## src/rtl/fetch_unit.sv

```systemverilog
// -----------------------------------------------------------------------------
// fetch_unit
//
// Instruction fetch front end. Holds the fetch PC, issues in-order word
// requests to instruction memory, and buffers the returned words together with
// their PCs in a small FIFO. The FIFO head is offered to the decoder over a
// valid/ready handshake. A redirect (taken branch / jump) flushes the FIFO,
// moves the PC and marks every request still in flight as stale so that its
// response is dropped on arrival.
//
// Parameters
//   RESET_PC     first PC fetched after reset (word aligned)
//   DEPTH        FIFO entries and maximum requests in flight (power of two, >= 2)
//
// Ports
//   clk             clock, rising edge
//   rstn            asynchronous reset, ACTIVE HIGH despite the name
//   imem_req        request valid
//   imem_addr       request byte address (word aligned)
//   imem_ready      memory accepts the request this cycle
//   imem_rvalid     response valid (in order, latency >= 1)
//   imem_rdata      response instruction word
//   instr_valid     FIFO head valid
//   instr_raw       FIFO head instruction word (0 when empty)
//   instr_pc        FIFO head PC (0 when empty)
//   instr_ready     decoder accepts the head this cycle
//   redirect_valid  control-flow redirect, wins over every other event
//   redirect_pc     new fetch PC, bits [1:0] ignored
// -----------------------------------------------------------------------------
module fetch_unit #(
    parameter logic [31:0] RESET_PC = 32'h0000_0000,
    parameter int          DEPTH    = 2
) (
    input  logic        clk,
    input  logic        rstn,
    output logic        imem_req,
    output logic [31:0] imem_addr,
    input  logic        imem_ready,
    input  logic        imem_rvalid,
    input  logic [31:0] imem_rdata,
    output logic        instr_valid,
    output logic [31:0] instr_raw,
    output logic [31:0] instr_pc,
    input  logic        instr_ready,
    input  logic        redirect_valid,
    input  logic [31:0] redirect_pc
);

    localparam int AW = $clog2(DEPTH);
    localparam int CW = AW + 1;      // counts 0..DEPTH
    localparam int OW = CW + 1;      // FIFO count + outstanding, 0..2*DEPTH

    // Architectural state
    logic [31:0]   pc_reg,          pc_next;
    logic [CW-1:0] outstanding_reg, outstanding_next;
    logic [CW-1:0] discard_reg,     discard_next;
    logic [CW-1:0] fifo_count_reg,  fifo_count_next;
    logic [AW-1:0] fifo_wr_ptr_reg, fifo_wr_ptr_next;
    logic [AW-1:0] fifo_rd_ptr_reg, fifo_rd_ptr_next;
    logic [AW-1:0] pend_wr_ptr_reg, pend_wr_ptr_next;
    logic [AW-1:0] pend_rd_ptr_reg, pend_rd_ptr_next;

    // Storage: PCs of requests in flight, and the instruction FIFO itself
    logic [31:0] pend_pc_mem   [DEPTH];
    logic [31:0] fifo_pc_mem   [DEPTH];
    logic [31:0] fifo_word_mem [DEPTH];

    // Handshake / control terms
    logic [OW-1:0] occupancy;
    logic          credit_ok;
    logic          req_fire;
    logic          fifo_pop;
    logic          fifo_push;

    // -------------------------------------------------------------------------
    // Request side
    // -------------------------------------------------------------------------
    // A slot freed by a pop in this very cycle is counted as free. The response
    // that could land in it cannot arrive before next cycle, and this is what
    // lets a 1-cycle memory sustain one instruction per cycle at DEPTH=2.
    assign occupancy = OW'(fifo_count_reg) + OW'(outstanding_reg) - OW'(fifo_pop);
    assign credit_ok = (occupancy < OW'(DEPTH));

    assign imem_req  = credit_ok && !redirect_valid && !rstn;
    assign imem_addr = pc_reg;
    assign req_fire  = imem_req && imem_ready;

    // -------------------------------------------------------------------------
    // Output side
    // -------------------------------------------------------------------------
    assign instr_valid = (fifo_count_reg != '0);
    assign instr_raw   = instr_valid ? fifo_word_mem[fifo_rd_ptr_reg] : 32'h0;
    assign instr_pc    = instr_valid ? fifo_pc_mem[fifo_rd_ptr_reg]   : 32'h0;

    assign fifo_pop  = instr_valid && instr_ready;
    // A response is kept only when it is not stale; a redirect in the same
    // cycle makes it stale as well.
    assign fifo_push = imem_rvalid && (discard_reg == '0) && !redirect_valid;

    // -------------------------------------------------------------------------
    // Next-state logic
    // -------------------------------------------------------------------------
    always_comb begin
        pc_next          = pc_reg;
        outstanding_next = outstanding_reg + CW'(req_fire) - CW'(imem_rvalid);
        discard_next     = discard_reg;
        fifo_count_next  = fifo_count_reg + CW'(fifo_push) - CW'(fifo_pop);
        fifo_wr_ptr_next = fifo_wr_ptr_reg;
        fifo_rd_ptr_next = fifo_rd_ptr_reg;
        pend_wr_ptr_next = pend_wr_ptr_reg;
        pend_rd_ptr_next = pend_rd_ptr_reg;

        if (req_fire) begin
            pc_next          = pc_reg + 32'd4;          // wraps to 0 naturally
            pend_wr_ptr_next = pend_wr_ptr_reg + AW'(1);
        end

        // Every response consumes its pending PC, kept or dropped.
        if (imem_rvalid) begin
            pend_rd_ptr_next = pend_rd_ptr_reg + AW'(1);
            if (discard_reg != '0) begin
                discard_next = discard_reg - CW'(1);
            end
        end

        if (fifo_push) begin
            fifo_wr_ptr_next = fifo_wr_ptr_reg + AW'(1);
        end
        if (fifo_pop) begin
            fifo_rd_ptr_next = fifo_rd_ptr_reg + AW'(1);
        end

        if (redirect_valid) begin
            pc_next          = redirect_pc & 32'hFFFF_FFFC;
            fifo_count_next  = '0;
            fifo_wr_ptr_next = '0;
            fifo_rd_ptr_next = '0;
            // Everything still in flight after this cycle belongs to the old
            // path, so the stale count is simply the new outstanding count.
            discard_next     = outstanding_next;
        end
    end

    // -------------------------------------------------------------------------
    // State registers
    // -------------------------------------------------------------------------
    always_ff @(posedge clk or posedge rstn) begin
        if (rstn) begin
            pc_reg          <= RESET_PC & 32'hFFFF_FFFC;
            outstanding_reg <= '0;
            discard_reg     <= '0;
            fifo_count_reg  <= '0;
            fifo_wr_ptr_reg <= '0;
            fifo_rd_ptr_reg <= '0;
            pend_wr_ptr_reg <= '0;
            pend_rd_ptr_reg <= '0;
        end else begin
            pc_reg          <= pc_next;
            outstanding_reg <= outstanding_next;
            discard_reg     <= discard_next;
            fifo_count_reg  <= fifo_count_next;
            fifo_wr_ptr_reg <= fifo_wr_ptr_next;
            fifo_rd_ptr_reg <= fifo_rd_ptr_next;
            pend_wr_ptr_reg <= pend_wr_ptr_next;
            pend_rd_ptr_reg <= pend_rd_ptr_next;
        end
    end

    // Data storage needs no reset: the count and pointers define validity and
    // the outputs are forced to zero while the FIFO is empty.
    always_ff @(posedge clk) begin
        if (req_fire) begin
            pend_pc_mem[pend_wr_ptr_reg] <= pc_reg;
        end
        if (fifo_push) begin
            // Latency >= 1 guarantees this pending entry was written earlier.
            fifo_pc_mem[fifo_wr_ptr_reg]   <= pend_pc_mem[pend_rd_ptr_reg];
            fifo_word_mem[fifo_wr_ptr_reg] <= imem_rdata;
        end
    end

    // A response with nothing outstanding means the memory broke the protocol.
    assert property (@(posedge clk) disable iff (rstn)
                     !(imem_rvalid && (outstanding_reg == '0)))
        else $error("fetch_unit: imem_rvalid with no request outstanding");

endmodule

```

## config.mk

```make
export PLATFORM = sky130hd
export DESIGN_NAME = fetch_unit
export DESIGN_NICKNAME = d
export VERILOG_FILES = /design/src/rtl/fetch_unit.sv
export SDC_FILE = /design/constraint.sdc
export NUM_CORES = 1
export LEC_CHECK = 0
export CORE_ASPECT_RATIO = 0.9
export CORE_UTILIZATION = 35
export CTS_CLUSTER_DIAMETER = 80
export DETAILED_ROUTE_END_ITERATION = 6
export SLEW_MARGIN = 30
export SYNTH_ARGS = -nofsm -noshare
export SYNTH_HDL_FRONTEND = slang
export SYNTH_SLANG_ARGS = --single-unit
```

## constraint.sdc

```tcl
create_clock -name clk -period 8.7 [get_ports clk]
set_input_delay 0.87 -clock clk [delete_from_list [all_inputs] [get_ports clk]]
set_output_delay 0.87 -clock clk [all_outputs]
set_load 0.05 [all_outputs]
```

=== Yosys cells after proc, flatten, opt, wreduce, memory -nomap -nowiden ===
Memories as Yosys holds them, arrays and structs flattened.
Index checks and enable logic that the tools add are counted.

* Logic and storage cells: 57
* Memories kept: 3
* RAM bits: 192
* Flip-flop bits (word level): 42

{| class="wikitable"
|+ Memories
! memory !! depth !! width !! read ports !! clocked after memory_dff !! wr ports !! line !! RTL
|-
| fifo_pc_mem || 2 || 32 || 1 || 0 || 1 || 65 || <nowiki>logic [31:0] fifo_pc_mem [DEPTH];</nowiki>
|-
| fifo_word_mem || 2 || 32 || 1 || 0 || 1 || 66 || <nowiki>logic [31:0] fifo_word_mem [DEPTH];</nowiki>
|-
| pend_pc_mem || 2 || 32 || 1 || 0 || 1 || 64 || <nowiki>logic [31:0] pend_pc_mem [DEPTH];</nowiki>
|}

* Add/subtract/negate cells: 12
* Muxes and demuxes: 16
* Magnitude comparators: 1
* Reduce and logical (&&, ||, !) cells: 17

{| class="wikitable"
|+ Operator list
! cell !! number
|-
| 32-bit 2-to-1 mux || 4
|-
| 32-bit by 3-bit adder with 32-bit output (second input constant) || 1
|-
| 2-bit nonzero test || 7
|-
| 1-bit 2-to-1 mux || 8
|-
| 2-bit 2-to-1 mux || 4
|-
| 1-bit logical AND || 6
|-
| 1-bit adder (second input constant) || 4
|-
| 2-bit by 1-bit adder with 2-bit output || 2
|-
| 2-bit by 1-bit subtractor with 2-bit output || 2
|-
| 2-bit by 2-bit adder with 3-bit output || 1
|-
| 3-bit by 2-bit < comparator with 1-bit output (second input constant) || 1
|-
| 3-bit by 1-bit subtractor with 3-bit output || 1
|-
| 1-bit zero test || 2
|-
| 2-bit zero test || 1
|-
| 2-bit AND reduction || 1
|-
| 2-bit by 1-bit subtractor with 2-bit output (second input constant) || 1
|}

=== Longest topological paths before layout ===
* Depth after elaboration: 10
* Depth in mapped cells: 16

=== Worst setup path after synthesis ===
Ideal clock, no wire load.

* Path type: input port to flip-flop
* From: input port redirect_valid
* To: memory fifo_pc_mem[0][10], enable pin
* Cell stages on the path: 4
* Required time: 8.218 ns
* Arrival: 3.882 ns
* Library setup time: 0.482 ns
* Setup slack: 4.335 ns
* Cell sequence: buf_2 -> clkinv_1 -> nand3_1 -> nor2_1

* Word-level cells in the longest chain between the ends: 4

{| class="wikitable"
|+ Ends and longest elaborated chain
! item !! line !! RTL
|-
| start: declaration || 45 || <nowiki>input logic redirect_valid,</nowiki>
|-
| 1-bit zero test || 98 || <nowiki>assign fifo_push = imem_rvalid && (discard_reg == '0) && !redirect_valid;</nowiki>
|-
| 1-bit logical AND || 98 ||
|-
| 1-bit 2-to-1 mux || 175 || <nowiki>if (fifo_push) begin</nowiki>
|-
| 1-bit 2-to-1 mux (not written as such) || 177 || <nowiki>fifo_pc_mem[fifo_wr_ptr_reg] <= pend_pc_mem[pend_rd_ptr_reg];</nowiki>
|-
| end: declaration || 65 ||
|}

No other way between the ends.

=== Worst setup path in the final report ===
* From: input port instr_ready
* To: output port imem_req

* Word-level cells in the longest chain between the ends: 5

{| class="wikitable"
|+ Ends and longest elaborated chain
! item !! line !! RTL
|-
| start: declaration || 44 || <nowiki>input logic instr_ready,</nowiki>
|-
| 1-bit logical AND || 95 || <nowiki>assign fifo_pop = instr_valid && instr_ready;</nowiki>
|-
| 3-bit by 1-bit subtractor with 3-bit output || 81 || <nowiki>assign occupancy = OW'(fifo_count_reg) + OW'(outstanding_reg) - OW'(fifo_pop);</nowiki>
|-
| 3-bit by 2-bit < comparator with 1-bit output || 82 || <nowiki>assign credit_ok = (occupancy < OW'(DEPTH));</nowiki>
|-
| 1-bit logical AND (2 in series) || 84 || <nowiki>assign imem_req = credit_ok && !redirect_valid && !rstn;</nowiki>
|-
| end: declaration || 36 || <nowiki>output logic imem_req,</nowiki>
|}

No other way between the ends.

==> impl_summary.md <==
Die
The floorplan has 55 rows. The number of I/O pins is about 170. The area of the core is 25500 um2. Once the floorplan was initialized, standard cells occupied between 30% and 40% of the core.

The die is 173 um wide. The die covers ~27000 um2. Measured along the y axis, the die boundary spans between 150 and 200 um.

Finish
The register with the most flip-flops in the final layout is fifo_word_mem. The area overhead of the layout relative to synthesis is 30.3%. The largest registers in the layout are fifo_word_mem x64, fifo_pc_mem x60, pend_pc_mem x60. The final cell area excluding filler cells is between 10000 and 15000 um2. Cells with a size suffix above 1 make up between 10% and 20% of the layout. The net count reported at finish is 873. The number of flip-flops under the largest register name is 64.

The final antenna diode count is 0. The layout has between 2000 and 2500 filler cells.

Setup path
Data on the critical path arrives at its endpoint at 3520 ps. The sort of element at the end of the critical path is a primary output. The kind of start point of the critical path is an input port.

The worst setup path category is in -> out. The launch point of the worst reg-to-reg path is fifo_count_reg[1]. Along the worst path, the maximum fanout reaches 3. At the worst endpoint, the required time is 7830 ps. The internal reg-to-reg setup slack is roughly 4800 ps. The most critical setup path has its startpoint at instr_ready.

STA
The smallest clock period supported by the final layout is computed as 4390 ps. Headroom to the max-slew limit came out at 34.0%. Dividing the final minimum period by the clock period gives 50.5%. Setup repair after global routing left no endpoint under its margin. Derived from the worst setup path, the maximum achievable clock frequency is 0.228 GHz. The transition time of the tightest slew-check pin is ~990 ps.

The setup TNS is 0 ps. Setup violations remaining at the end of the flow were counted as 0. The max-slew violation count is 0.

The worst clock skew on the final layout is about 15 ps. The count of final hold-check violations was 0.

Detailed routing
After detailed routing, the number of vias per cell comes to 4.88. The post-detailed-route wirelength per cell is between 15 and 20 um. For this run, design rule violations remaining after detail routing come to 0. The final layout contains routed wiring with a total length of between 15000 and 20000 um. In this run the remaining antenna-violating nets after routing total 0.

After the first detailed-routing iteration, the DRC count stood at approximately 370. The first TritonRoute pass finished after 5 iterations. The total number of vias is roughly 5600.

Synthesis
The primary flip-flop cell chosen by synthesis mapping is sky130_fd_sc_hd__edfxtp_1. The top-area cell type share of the netlist area is between 50% and 60%. The post-synthesis cell type with the largest combined area is sky130_fd_sc_hd__edfxtp_1.

The synthesized-area fraction occupied by adder cells is under 10%. Summing the areas of all and, or, nand and nor instances in the mapped netlist gives 9.72% of the synthesized area. In this run the mean area of a mapped cell was approximately 15 um2.

Yosys mapped a number of flops with a built-in enable equal to between 150 and 200. Ranked by instance count, the synthesized netlist is headed by 184 x sky130_fd_sc_hd__edfxtp_1, 87 x sky130_fd_sc_hd__nor2_1, 64 x sky130_fd_sc_hd__mux2i_1. The most frequent cell after synthesis is sky130_fd_sc_hd__edfxtp_1.

The XOR/XNOR share of the synthesized area is 1.05%. The number of register bits inferred by synthesis is between 200 and 250. After synthesis, the largest family of logic cells by area is multiplexers. In the synthesized netlist, mux cells make up a little over a tenth of the area.

The cell area after technology mapping is between 9000 and 10000 um2. Summing the areas of all compound-gate instances in the mapped netlist gives between 4 and 5% of the synthesized area. Yosys printed 0 warnings. The count of distinct cell types in the synthesized netlist is 48. By area the synthesized netlist is led by sky130_fd_sc_hd__edfxtp_1 60%, sky130_fd_sc_hd__dfrtp_1 11%, sky130_fd_sc_hd__mux2i_1 7.0%, sky130_fd_sc_hd__mux2_2 3.7%, sky130_fd_sc_hd__nor2_1 3.5%.

In the synthesized netlist the async set-or-reset flop fraction comes to between 10% and 20%. Counting every instance in the synthesized netlist gives ~630. The sequential element share of the synthesized area is a little over two thirds.

Place
Port buffering added ~160 buffers. The instance area at placement is roughly 11000 um2. The placer congestion estimate is 0.764.

Detailed placement ended at an HPWL of between 10000 and 15000 um.

Clock network
Once the clock tree was built, the setup fixing pass inserted 0 buffers. Gates resized during post-CTS repair numbered 0. The clock-pin transition on the worst setup and hold timing paths is 60 ps.

The number of clock buffers inserted by TritonCTS is 25. Counting along the longest clock path gives a buffer depth of 3. The clock latency at the later pin of the worst-skew pair is 520 ps. Clock tree synthesis selected as its root buffer the cell sky130_fd_sc_hd__clkbuf_16. Hold repair after CTS inserted 0 buffers.

In this run the number of H-tree levels came out at 1. TritonCTS built the clock tree. The CTS sink count is between 200 and 250.

GRT
Global routing finished with a remaining overflow of 0. The overall global routing resource usage is 14.6%. Entering global routing, the biggest net connects 52 pins.

The via count of the first global-routing pass is ~5500. The number of antenna violations at the first check in global routing came to 0. The wire length of the first global-routing pass is 30400 um.

Worst hold path
The tightest min-delay check is of the reg -> reg type. The startpoint of the most critical hold path is pend_wr_ptr_reg.

Power
Summing internal, switching and leakage power gives around 3.6 mW. VDD sags by at most roughly 0.00013 V. The leakage power summed over all cells is approximately 4.1 nW. The power per standard cell area is between 200 and 300 nW/um2.

Flow run
The total of max-cap violations is 0.

Run status
The run finished with clean final reports.
[logic make-up (layout without fill, tap and decap cells)]
kind of cell             count (synthesis)  count (layout)
other                                    1               4
multiplexers                            94              94
XOR/XNOR                                11              11
buffers and inverters                   44             226
AND/OR/NAND/NOR                        184             184
adder cells (fa/ha/maj)                  8               8
AO/OA/AOI/OAI                           61              61
flip-flops                             224             224
[cell usage in the layout, fill, tap and decap left out, types with 5 or more instances in the layout]
cell	instances
sky130_fd_sc_hd__nand2_1	41
sky130_fd_sc_hd__o21ai_0	22
sky130_fd_sc_hd__buf_4	9
sky130_fd_sc_hd__o211ai_1	12
sky130_fd_sc_hd__dfrtp_1	39
sky130_fd_sc_hd__o311ai_0	6
sky130_fd_sc_hd__mux2i_1	64
sky130_fd_sc_hd__nand3_1	15
sky130_fd_sc_hd__mux2_2	30
sky130_fd_sc_hd__a32oi_1	5
sky130_fd_sc_hd__and2_1	5
sky130_fd_sc_hd__inv_1	11
sky130_fd_sc_hd__xnor2_1	8
sky130_fd_sc_hd__nand4_1	10
sky130_fd_sc_hd__clkbuf_16	25
sky130_fd_sc_hd__a31oi_1	5
sky130_fd_sc_hd__edfxtp_1	184
sky130_fd_sc_hd__ha_1	7
sky130_fd_sc_hd__nor2_1	82
sky130_fd_sc_hd__clkinv_2	6
sky130_fd_sc_hd__clkdlybuf4s50_1	161
[power by group]
group          total, mW  switching [mW]  internal [mW]  leakage, nW
Clock               1.01           0.403          0.603        0.395
Sequential          1.40          0.0881           1.31         2.16
Combinational       1.18           0.764          0.416         1.54
Total               3.58            1.26           2.33         4.09
[metal layers]
metal / wire length, um / track usage (%) / vias to the layer above
li1: - / - / 2676
met1: 9080 / 20.0 / 2729
met2: 9020 / 22.9 / 190
met3: 1110 / 3.19 / 37
met4: 586 / 5.10 / 0
met5: 0 / 0 / -
[cell type report]
| cell class | count | area (um2) | share of cell area (%) |
|---|---|---|---|
| Sequential cell | 224 | 6530 | 54.4 |
| Multi-Input combinational cell | 362 | 2530 | 21.1 |
| Timing Repair Buffer | 170 | 1680 | 14.0 |
| Clock buffer | 31 | 668 | 5.56 |
| Tap cell | 342 | 428 | 3.56 |
| Clock inverter | 13 | 124 | 1.03 |
| Inverter | 12 | 45.0 | 0.375 |
[critical path, cell delays in order]
cell and delay [ps]:
sky130_fd_sc_hd__clkdlybuf4s50_1 510, sky130_fd_sc_hd__nand2_1 60, sky130_fd_sc_hd__nor2_1 160, sky130_fd_sc_hd__o21ai_0 140, sky130_fd_sc_hd__fa_1 390, sky130_fd_sc_hd__xnor2_1 200
sky130_fd_sc_hd__nor4b_1 310, sky130_fd_sc_hd__clkdlybuf4s50_1 870
[metrics by stage]
stage          hold WS (ps)  setup WS, ps  instances  utilization [%]
6_report                504          4310       1154             47.0
5_1_grt                 540          4100       1154             47.0
4_1_cts                 507          4280       1154             47.0
3_5_place_dp            499          3780       1110             43.9
3_3_place_gp            492          3870       1110             43.9
2_1_floorplan           460          4340        630                -
[path summary, 6_finish.rpt]
kind	cells after the start	to
setup / recovery	8	imem_req
hold / removal	1	pend_wr_ptr_reg
setup reg to reg	8	pend_pc_mem[0][21]
hold reg to reg	1	pend_wr_ptr_reg
max in group asynchronous	3	fifo_rd_ptr_reg
min in group asynchronous	3	imem_addr[3]
Note: power is estimated with default switching activity, not from simulation.
